**config.mk**
```make
export PLATFORM = sky130hd
export DESIGN_NAME = gcd_requester_flat
export DESIGN_NICKNAME = d
export VERILOG_FILES = /design/src/rtl/gcd_pkg.sv /design/src/rtl/gcd_requester_if.sv /design/src/rtl/gcd_job_fifo.sv /design/src/rtl/gcd_requester.sv /design/src/flat_wrapper.sv
export SDC_FILE = /design/constraint.sdc
export NUM_CORES = 1
export LEC_CHECK = 0
export CORE_MARGIN = 4
export CORE_UTILIZATION = 52
export DETAILED_ROUTE_END_ITERATION = 16
export GPL_TIMING_DRIVEN = 0
export PLACE_DENSITY = 0.82
export RECOVER_POWER = 25
export SYNTH_ARGS = -nofsm -noshare
export SYNTH_HDL_FRONTEND = slang
export SYNTH_HIERARCHICAL = 1
export SYNTH_SLANG_ARGS = --single-unit
```
**constraint.sdc**
```tcl
create_clock -name CLK -period 13.7 [get_ports CLK]
set_input_delay 2.74 -clock CLK [delete_from_list [all_inputs] [get_ports CLK]]
set_output_delay 2.74 -clock CLK [all_outputs]
set_load 0.02 [all_outputs]
```
**src/rtl/gcd_pkg.sv**
```systemverilog
// rtl/gcd_pkg.sv - shared widths, job/result records and FSM states for the GCD requester
package gcd_pkg;

   localparam int GCD_WIDTH = 32;
   localparam int GCD_TAG_W = 4;
   localparam int GCD_CYC_W = 16;

   typedef struct packed {
      logic [GCD_WIDTH-1:0] va;
      logic [GCD_WIDTH-1:0] vb;
      logic [GCD_TAG_W-1:0] tag;
   } job_t;

   typedef struct packed {
      logic [GCD_WIDTH-1:0] v;
      logic [GCD_TAG_W-1:0] tag;
      logic [GCD_CYC_W-1:0] cycles;
   } result_t;

   typedef enum logic [1:0] {
      IDLE  = 2'd0,
      ISSUE = 2'd1,
      WAIT  = 2'd2
   } req_state_e;

endpackage

```
**src/rtl/gcd_requester_if.sv**
```systemverilog
// rtl/gcd_requester_if.sv - job, result, request and indication ENA/RDY channels of the GCD requester
interface gcd_requester_if
   import gcd_pkg::*;
#(
   parameter int WIDTH = GCD_WIDTH,
   parameter int TAG_W = GCD_TAG_W,
   parameter int CYC_W = GCD_CYC_W
);
   logic             job_enq_ena;
   logic [WIDTH-1:0] job_enq_va;
   logic [WIDTH-1:0] job_enq_vb;
   logic [TAG_W-1:0] job_enq_tag;
   logic             job_enq_rdy;

   logic             result_deq_ena;
   logic [WIDTH-1:0] result_deq_v;
   logic [TAG_W-1:0] result_deq_tag;
   logic [CYC_W-1:0] result_deq_cycles;
   logic             result_deq_rdy;

   logic             request_say_ena;
   logic [WIDTH-1:0] request_say_va;
   logic [WIDTH-1:0] request_say_vb;
   logic             request_say_rdy;

   logic             indication_gcd_ena;
   logic [WIDTH-1:0] indication_gcd_v;
   logic             indication_gcd_rdy;

   // master: the requester itself; slave: upstream, downstream and engine around it
   modport master (
      input  job_enq_ena, job_enq_va, job_enq_vb, job_enq_tag,
      output job_enq_rdy,
      output result_deq_ena, result_deq_v, result_deq_tag, result_deq_cycles,
      input  result_deq_rdy,
      output request_say_ena, request_say_va, request_say_vb,
      input  request_say_rdy,
      input  indication_gcd_ena, indication_gcd_v,
      output indication_gcd_rdy
   );

   modport slave (
      output job_enq_ena, job_enq_va, job_enq_vb, job_enq_tag,
      input  job_enq_rdy,
      input  result_deq_ena, result_deq_v, result_deq_tag, result_deq_cycles,
      output result_deq_rdy,
      input  request_say_ena, request_say_va, request_say_vb,
      output request_say_rdy,
      output indication_gcd_ena, indication_gcd_v,
      input  indication_gcd_rdy
   );

endinterface

```
**src/rtl/gcd_job_fifo.sv**
```systemverilog
// rtl/gcd_job_fifo.sv - DEPTH-entry FIFO of job records with ENA/RDY on both sides, no bypass
module gcd_job_fifo
   import gcd_pkg::*;
#(
   parameter int  DEPTH = 2,
   parameter type T     = job_t
) (
   input  logic CLK,
   input  logic nRST,
   input  logic enq_ena_i,
   input  T     enq_data_i,
   output logic enq_rdy_o,
   input  logic deq_ena_i,
   output T     deq_data_o,
   output logic deq_rdy_o
);
   localparam int PTR_W = (DEPTH > 1) ? $clog2(DEPTH) : 1;
   localparam int CNT_W = PTR_W + 1;

   T                 mem_q [DEPTH];
   logic [PTR_W-1:0] wr_ptr_q;
   logic [PTR_W-1:0] rd_ptr_q;
   logic [CNT_W-1:0] count_q;
   logic [CNT_W-1:0] count_d;
   logic             do_enq;
   logic             do_deq;

   // Ready is forced low while in reset so upstream never sees a spurious slot.
   assign enq_rdy_o  = nRST && (count_q != CNT_W'(DEPTH));
   assign deq_rdy_o  = (count_q != '0);
   assign do_enq     = enq_ena_i && enq_rdy_o;
   assign do_deq     = deq_ena_i && deq_rdy_o;
   assign deq_data_o = mem_q[rd_ptr_q];

   always_comb begin
      count_d = count_q;
      case ({do_enq, do_deq})
         2'b10:   count_d = count_q + 1'b1;
         2'b01:   count_d = count_q - 1'b1;
         default: count_d = count_q;
      endcase
   end

   always_ff @(posedge CLK) begin
      if (!nRST) begin
         wr_ptr_q <= '0;
         rd_ptr_q <= '0;
         count_q  <= '0;
      end else begin
         if (do_enq) wr_ptr_q <= wr_ptr_q + 1'b1;
         if (do_deq) rd_ptr_q <= rd_ptr_q + 1'b1;
         count_q <= count_d;
      end
   end

   always_ff @(posedge CLK) begin
      if (do_enq) mem_q[wr_ptr_q] <= enq_data_i;
   end

endmodule

```
**src/rtl/gcd_requester.sv**
```systemverilog
// rtl/gcd_requester.sv - queues tagged operand pairs, issues them one at a time to the GCD engine, returns {gcd, tag, latency}
module gcd_requester
   import gcd_pkg::*;
#(
   parameter int WIDTH = GCD_WIDTH,
   parameter int TAG_W = GCD_TAG_W,
   parameter int DEPTH = 2,
   parameter int CYC_W = GCD_CYC_W
) (
   input  logic            CLK,
   input  logic            nRST,
   gcd_requester_if.master bus,
   output logic            busy
);
   typedef struct packed {
      logic [WIDTH-1:0] va;
      logic [WIDTH-1:0] vb;
      logic [TAG_W-1:0] tag;
   } job_w_t;

   typedef struct packed {
      logic [WIDTH-1:0] v;
      logic [TAG_W-1:0] tag;
      logic [CYC_W-1:0] cycles;
   } res_w_t;

   req_state_e       state_q, state_d;
   job_w_t           cur_q, cur_d;
   res_w_t           res_q, res_d;
   logic             res_valid_q, res_valid_d;
   logic [CYC_W-1:0] cyc_q, cyc_d;
   job_w_t           enq_job;
   job_w_t           head;
   logic             head_valid;
   logic             pop;
   logic             start;
   logic             zero_pair;
   logic             say_ena;
   logic             ind_rdy;

   assign enq_job = '{va: bus.job_enq_va, vb: bus.job_enq_vb, tag: bus.job_enq_tag};

   gcd_job_fifo #(
      .DEPTH (DEPTH),
      .T     (job_w_t)
   ) u_fifo (
      .CLK        (CLK),
      .nRST       (nRST),
      .enq_ena_i  (bus.job_enq_ena),
      .enq_data_i (enq_job),
      .enq_rdy_o  (bus.job_enq_rdy),
      .deq_ena_i  (pop),
      .deq_data_o (head),
      .deq_rdy_o  (head_valid)
   );

   // A new job starts only into an empty result slot, so load and drain never collide.
   assign start     = (state_q == IDLE) && head_valid && !res_valid_q;
   assign zero_pair = (head.va == '0) && (head.vb == '0);

   always_ff @(posedge CLK) begin
      if (!nRST) begin
         state_q     <= IDLE;
         cur_q       <= '0;
         res_q       <= '0;
         res_valid_q <= 1'b0;
         cyc_q       <= '0;
      end else begin
         state_q     <= state_d;
         cur_q       <= cur_d;
         res_q       <= res_d;
         res_valid_q <= res_valid_d;
         cyc_q       <= cyc_d;
      end
   end

   always_comb begin
      state_d = state_q;
      unique case (state_q)
         IDLE:    if (start && !zero_pair) state_d = ISSUE;
         ISSUE:   if (bus.request_say_rdy) state_d = WAIT;
         WAIT:    if (bus.indication_gcd_ena) state_d = IDLE;
         default: state_d = IDLE;
      endcase
   end

   always_comb begin
      pop         = 1'b0;
      say_ena     = 1'b0;
      ind_rdy     = 1'b0;
      cur_d       = cur_q;
      res_d       = res_q;
      res_valid_d = res_valid_q && !bus.result_deq_rdy;
      cyc_d       = cyc_q;
      unique case (state_q)
         IDLE: begin
            if (start) begin
               pop = 1'b1;
               // The engine never answers (0,0), so that result is produced here.
               if (zero_pair) begin
                  res_d       = '{v: '0, tag: head.tag, cycles: '0};
                  res_valid_d = 1'b1;
               end else begin
                  cur_d = head;
               end
            end
         end
         ISSUE: begin
            say_ena = 1'b1;
            if (bus.request_say_rdy) cyc_d = '0;
         end
         WAIT: begin
            ind_rdy = 1'b1;
            cyc_d   = (&cyc_q) ? cyc_q : cyc_q + 1'b1;
            if (bus.indication_gcd_ena) begin
               res_d       = '{v: bus.indication_gcd_v, tag: cur_q.tag, cycles: cyc_q};
               res_valid_d = 1'b1;
            end
         end
         default: ;
      endcase
   end

   assign bus.request_say_ena    = say_ena;
   assign bus.request_say_va     = cur_q.va;
   assign bus.request_say_vb     = cur_q.vb;
   assign bus.indication_gcd_rdy = ind_rdy;
   assign bus.result_deq_ena     = res_valid_q;
   assign bus.result_deq_v       = res_q.v;
   assign bus.result_deq_tag     = res_q.tag;
   assign bus.result_deq_cycles  = res_q.cycles;
   assign busy                   = head_valid || (state_q != IDLE) || res_valid_q;

endmodule

```
**src/flat_wrapper.sv**
```systemverilog
// flat-port wrapper written by rule: the top's interface ports become plain ports
module gcd_requester_flat import gcd_pkg::*;
#(
   parameter int WIDTH = GCD_WIDTH,
   parameter int TAG_W = GCD_TAG_W,
   parameter int DEPTH = 2,
   parameter int CYC_W = GCD_CYC_W
)
  (CLK, nRST, busy, bus_job_enq_ena, bus_job_enq_va, bus_job_enq_vb, bus_job_enq_tag, bus_job_enq_rdy, bus_result_deq_ena, bus_result_deq_v, bus_result_deq_tag, bus_result_deq_cycles, bus_result_deq_rdy, bus_request_say_ena, bus_request_say_va, bus_request_say_vb, bus_request_say_rdy, bus_indication_gcd_ena, bus_indication_gcd_v, bus_indication_gcd_rdy);
  gcd_requester_if #(.WIDTH(WIDTH), .TAG_W(TAG_W), .CYC_W(CYC_W)) bus_i ();
  input  logic CLK;
  input  logic nRST;
  output logic busy;
  input wire logic [$bits(bus_i.job_enq_ena)-1:0] bus_job_enq_ena;
  input wire logic [$bits(bus_i.job_enq_va)-1:0] bus_job_enq_va;
  input wire logic [$bits(bus_i.job_enq_vb)-1:0] bus_job_enq_vb;
  input wire logic [$bits(bus_i.job_enq_tag)-1:0] bus_job_enq_tag;
  output wire logic [$bits(bus_i.job_enq_rdy)-1:0] bus_job_enq_rdy;
  output wire logic [$bits(bus_i.result_deq_ena)-1:0] bus_result_deq_ena;
  output wire logic [$bits(bus_i.result_deq_v)-1:0] bus_result_deq_v;
  output wire logic [$bits(bus_i.result_deq_tag)-1:0] bus_result_deq_tag;
  output wire logic [$bits(bus_i.result_deq_cycles)-1:0] bus_result_deq_cycles;
  input wire logic [$bits(bus_i.result_deq_rdy)-1:0] bus_result_deq_rdy;
  output wire logic [$bits(bus_i.request_say_ena)-1:0] bus_request_say_ena;
  output wire logic [$bits(bus_i.request_say_va)-1:0] bus_request_say_va;
  output wire logic [$bits(bus_i.request_say_vb)-1:0] bus_request_say_vb;
  input wire logic [$bits(bus_i.request_say_rdy)-1:0] bus_request_say_rdy;
  input wire logic [$bits(bus_i.indication_gcd_ena)-1:0] bus_indication_gcd_ena;
  input wire logic [$bits(bus_i.indication_gcd_v)-1:0] bus_indication_gcd_v;
  output wire logic [$bits(bus_i.indication_gcd_rdy)-1:0] bus_indication_gcd_rdy;
  assign bus_i.job_enq_ena = bus_job_enq_ena;
  assign bus_i.job_enq_va = bus_job_enq_va;
  assign bus_i.job_enq_vb = bus_job_enq_vb;
  assign bus_i.job_enq_tag = bus_job_enq_tag;
  assign bus_job_enq_rdy = bus_i.job_enq_rdy;
  assign bus_result_deq_ena = bus_i.result_deq_ena;
  assign bus_result_deq_v = bus_i.result_deq_v;
  assign bus_result_deq_tag = bus_i.result_deq_tag;
  assign bus_result_deq_cycles = bus_i.result_deq_cycles;
  assign bus_i.result_deq_rdy = bus_result_deq_rdy;
  assign bus_request_say_ena = bus_i.request_say_ena;
  assign bus_request_say_va = bus_i.request_say_va;
  assign bus_request_say_vb = bus_i.request_say_vb;
  assign bus_i.request_say_rdy = bus_request_say_rdy;
  assign bus_i.indication_gcd_ena = bus_indication_gcd_ena;
  assign bus_i.indication_gcd_v = bus_indication_gcd_v;
  assign bus_indication_gcd_rdy = bus_i.indication_gcd_rdy;
  gcd_requester #(.WIDTH(WIDTH), .TAG_W(TAG_W), .DEPTH(DEPTH), .CYC_W(CYC_W)) u_core (.CLK(CLK), .nRST(nRST), .bus(bus_i), .busy(busy));
endmodule
```
# After elaboration in Yosys (flattened, before gate mapping)
# Memories as Yosys holds them, arrays and structs flattened. A register that Yosys moved wholly into a read port is not among the register bits.
# Index checks and enable logic that the tools add are counted.
totals:
  reg_bits: 143
  ramBits: 136
  input_bits: 106
  out_inout_bits: 121
  word_cells: 80
  memories: 1
memory_table:
  columns: ["name", "depth", "width", "rd", "rd_clocked_by_memory_dff", "wr", "line_no", "text"]
  rows:
  - ["u_core.u_fifo.mem_q", 2, 68, 1, 1, 1, "gcd_job_fifo.sv:20", "T mem_q [DEPTH];"]
op_classes:
  addsub: 5
  eq_ne: 11
  muxes: 24
  bitwise_logic: 1
  reduce_logical: 26
op_table:
  columns: ["cell", "count"]
  rows:
  - ["$mux 52", 3]
  - ["$pmux 52 s2", 1]
  - ["$logic_not 32->1", 2]
  - ["$mux 16", 2]
  - ["$pmux 16 s2", 1]
  - ["$add 16x1->16 const B", 1]
  - ["$reduce_and 16->1", 1]
  - ["$mux 1", 11]
  - ["$ne 2x2->1 const B", 5]
  - ["$reduce_bool 2->1", 5]
  - ["$reduce_and 3->1", 3]
  - ["$logic_and 1x1->1", 8]
  - ["$mux 2", 3]
  - ["$pmux 2 s3", 1]
  - ["$eq 2x1->1 const B", 2]
  - ["$eq 2x2->1 const B", 2]
  - ["$ne 2x1->1 const B", 2]
  - ["$pmux 2 s2", 1]
  - ["$reduce_and 4->1", 1]
  - ["$logic_not 1->1", 3]
  - ["$add 1x1->1 const B", 2]
  - ["$add 2x1->2 const B", 1]
  - ["$logic_not 2->1", 1]
  - ["$logic_or 1x1->1", 2]
  - ["3 further kinds", 3]

# Logic depth before layout (Yosys ltp)
depth:
  word_depth: 8
  depth_mapped: 12
  depth_no_buf: 8

# Hierarchy
# Netlist, hierarchy kept.
modules_own_cells:
  columns: ["mod", "instances", "cells_each", "area_each_um2", "seq_area_each_um2"]
  rows:
  - ["gcd_requester", 1, 649, 5901.9, 2782.7]
  - ["gcd_job_fifo", 1, 238, 5146.2, 4184.0]

# Worst setup path after synthesis
# OpenSTA, ideal clock, no wires.
synth_timing:
  kind: "in2reg"
  from: "input bus_job_enq_ena"
  to: "memory u_core/u_fifo/mem_q[0][0] (netlist bit), enable pin"
  setup_ns: 0.494
  arrival_ns: 5.703
  required_ns: 13.206
  setup_slack_ns: 7.503
  stages: 2
  path_buffers: 0
  path_cell_list: "nand3_1 > nor2_1"
synth_between:
  elab_chain_len: 3
synth_rtl:
  columns: ["element", "line_no", "text"]
  rows:
  - ["start, declared", "flat_wrapper.sv:14", "input wire logic [$bits(bus_i.job_enq_ena)-1:0] bus_job_enq_ena;"]
  - ["$logic_and 1x1->1", "gcd_job_fifo.sv:31", "assign do_enq = enq_ena_i && enq_rdy_o;"]
  - ["$mux 1", "gcd_job_fifo.sv:57", "if (do_enq) mem_q[wr_ptr_q] <= enq_data_i;"]
  - ["$mux 1 (not written as such)", "gcd_job_fifo.sv:57", null]
  - ["end, declared", "gcd_job_fifo.sv:20", null]
# Every way passes these cells.

# Worst setup path after layout
layout_timing:
  from: "input nRST"
  to: "output bus_job_enq_rdy"
layout_between:
  elab_chain_len: 1
layout_rtl:
  columns: ["element", "line_no", "text"]
  rows:
  - ["start, declared", "flat_wrapper.sv:12", "input logic nRST;"]
  - ["$logic_and 1x1->1", "gcd_job_fifo.sv:29", "assign enq_rdy_o = nRST && (count_q != CNT_W'(DEPTH));"]
  - ["end, declared", "flat_wrapper.sv:18", "output wire logic [$bits(bus_i.job_enq_rdy)-1:0] bus_job_enq_rdy;"]
# Every way passes these cells.

==> flow_summary.json <==
{
  "grt_max_degree": 31,
  "worstSetupEndpointType": "primary output",
  "rows": 53,
  "initial_core_util_pct": 52.7,
  "clkLatencyLatePin_ns": 0.54,
  "hold_path.class": "reg -> reg",
  "skew_ns": 0.0230,
  "timing.hold.ws_ns": 0.475,
  "die_w_um": 154,
  "place_hpwl_mm": 19.3,
  "setup_violations": 0,
  "synth_warnings": 6,
  "start_kind": "primary input",
  "hold_viol": 0,
  "gp_congestion": 0.886,
  "max-slew-margin-rel_pct": 52.7,
  "dieArea_um2": 23600,
  "placed_cell_area_um2": 13800,
  "fill_cells": 1465,
  "synth_edf_count": 136,
  "postCtsSetupBuffers": 0,
  "syn-num-nets": 995,
  "power_frac_seq_pct": 43.0,
  "antenna_found_initial": 2,
  "power.density_nw_per_um2": 152,
  "yosysTopAreaCell": "edfxtp_1",
  "syn_to_final_growth_pct": 34.4,
  "wl_mm": 27.6,
  "power.switching_w": 0.000574,
  "grtUsageTotal_pct": 22.6,
  "cts_buffers": 29,
  "ant_nets": 0,
  "yosysUniqueCellTypes": 44,
  "synth_compound_area_share_pct": 12.6,
  "core_um2": 21000,
  "max_slew.worst_pin.slew_ns": 0.703,
  "swShare_pct": 25.5,
  "status": "completed",
  "cts_tree": "yes",
  "htreeDepth": 1,
  "rsz0062_at_grt": "false",
  "yosysSeqAreaShare_pct": 63.1,
  "ys_ff_latch": 280,
  "num_vias": 8092,
  "via_per_inst": 5.60,
  "fin_area_um2": 14800,
  "cts_resized": 0,
  "power_frac_comb_pct": 18.8,
  "ir_drop_mv": 0.112,
  "ys.flop_type": "dfxtp_1",
  "yosys.area_share.simple_pct": 8.47,
  "drive_above_1_share_pct": 19.7,
  "cellLeakagePower_nw": 5.18,
  "report.final.slew_viol_count": 0,
  "clockPowerShare_pct": 38.2,
  "drtPass1Iterations": 7,
  "tns_ns": 0,
  "final_cell_mix": "clkdlybuf4s50_1, dfxtp_1, edfxtp_1, a21oi_1, o21ai_0",
  "whs_path_depth": 2,
  "max-clock-path-buffers": 3,
  "root_buffer": "clkbuf_16",
  "period_needed_ns": 6.92,
  "synth_area_leaders": "edfxtp_1, dfxtp_1, mux2_2, buf_4, a22o_1",
  "maxCapViolCount": 0,
  "drc": 0,
  "synthAdderAreaFrac_pct": 0.227,
  "max_freq_mhz": 144,
  "yosys.area_share.xor_xnor_pct": 0.872,
  "cts.sinks": 280,
  "synth_top_family_by_area": "compound AO/OA/AOI/OAI gates",
  "power_w": 0.00225,
  "syn_inst": 887,
  "synth_top_area_share_pct": 37.0,
  "p_int_w": 0.00168,
  "grt_pass1_wl_mm": 43.5,
  "crit_required_ns": 10.96,
  "synthArstFlopShare_pct": 0,
  "crit_type": "in -> out",
  "synthMuxAreaShare_pct": 7.20,
  "grt_overflow": 0,
  "syn_area_um2": 11000,
  "io_pins": 227,
  "portBuffers": 226,
  "clkSlewWorstSetupHoldPaths_ns": 0.06,
  "wl_per_cell_um": 19.1,
  "postCtsHoldBufs": 0,
  "synth_area_per_cell_um2": 12.5,
  "fin_crit_sh_pct": 50.5,
  "path_max_fanout": 8,
  "grt_pass1_vias": 8156,
  "drtIter0Drc": 441,
  "fin_nets": 1256,
  "die_y_um": 154,
  "ff2ff_path_depth": 11,
  "final_common_cell": "clkdlybuf4s50_1",
  "arrival_ns": 4.18
}
## worst max-delay path: stages
cell and delay [ns]:
clkdlybuf4s50_1 0.64, and2_1 0.17, clkdlybuf4s50_1 0.62
## final cells by class
type,instances,area (um2),area share (%)
antenna,1,2.50,0.0169
buffer,127,805,5.42
clock buffer,39,866,5.83
clock inverter,14,213,1.43
inverter,8,30.0,0.202
multi-input combinational,472,3260,22.0
sequential,280,6970,46.9
tap,275,344,2.32
timing repair buffer,230,2360,15.9
## Yosys cell counts (3+ instances only)
cell	number
buf_1	5
o21ai_0	70
nor4_1	19
o21a_1	5
nor2_1	16
nand2_1	22
nand4_1	7
a2111o_1	3
a221oi_1	4
buf_4	65
dfxtp_1	144
xnor2_1	11
buf_6	9
a22o_1	48
edfxtp_1	136
nor2b_1	5
mux2_2	68
mux2i_1	3
a311oi_1	5
and4_1	3
nand3_2	14
nand3_1	63
nand2b_1	8
buf_2	12
a211oi_1	4
clkbuf_1	35
inv_1	8
a21oi_1	72
a2111oi_0	3
## final timing paths
kind | endpoint | from | slack, ns
worst max register to register | u_core/bus.result_deq_v[19] | register | 10.23
worst min-delay path | u_core/bus.request_say_vb[2] | u_core/bus.request_say_vb[2] | 0.48
worst max-delay path | bus_job_enq_rdy | nRST | 6.78
worst min register to register | u_core/bus.request_say_vb[2] | u_core/bus.request_say_vb[2] | 0.48
## state kept, by name, indices dropped and copies added (netlist names), named ones only
register                      cells
u_core/u_fifo/mem_q             136
u_core/bus.request_say_va        32
u_core/bus.request_say_vb        32
u_core/bus.result_deq_v          32
u_core/bus.result_deq_cycles     16
u_core/cyc_q                     16
u_core/bus.result_deq_tag         4
u_core/cur_q                      4
u_core/state_q                    2
u_core/u_fifo/count_q             2
u_core/bus.result_deq_ena         1
u_core/u_fifo/rd_ptr_q            1
u_core/u_fifo/wr_ptr_q            1
## cells by family (layout without fill, tap and decap cells)
logic type	count (synthesis)	after routing
flops	280	280
simple gates	167	167
buf+inv	135	418
other cells	0	1
compound gates	221	221
fa+ha+maj	2	2
mux	71	71
xor+xnor	11	11
## through the flow
stage / cells / utilization [%] / worst slack (ns)
floorplan: 887 / - / 7.50
global placement: 1388 / 65.2 / 5.05
detailed placement: 1392 / 65.7 / 6.77
CTS: 1445 / 70.8 / 6.77
global route: 1445 / 70.8 / 6.71
finish: 1446 / 70.8 / 6.78
## power by group through the flow
stage          logic [W]  registers [W]  clock network (W)
2_1_floorplan   0.000255       0.000979                  0
3_3_place_gp    0.000410       0.000986                  0
3_5_place_dp    0.000424       0.000985                  0
4_1_cts         0.000430       0.000968           0.000872
5_1_grt         0.000456       0.000973           0.000907
6_report        0.000424       0.000968           0.000860
## per-layer routing
layer,track usage [%],part of all wire (%),vias up
met5,0,0.025,-
met4,6.64,2.6,2
met3,4.00,7.0,56
met2,39.1,50,343
met1,29.2,40,3913
li1,-,-,3778
No activity file was read; power rests on OpenSTA's default activity.
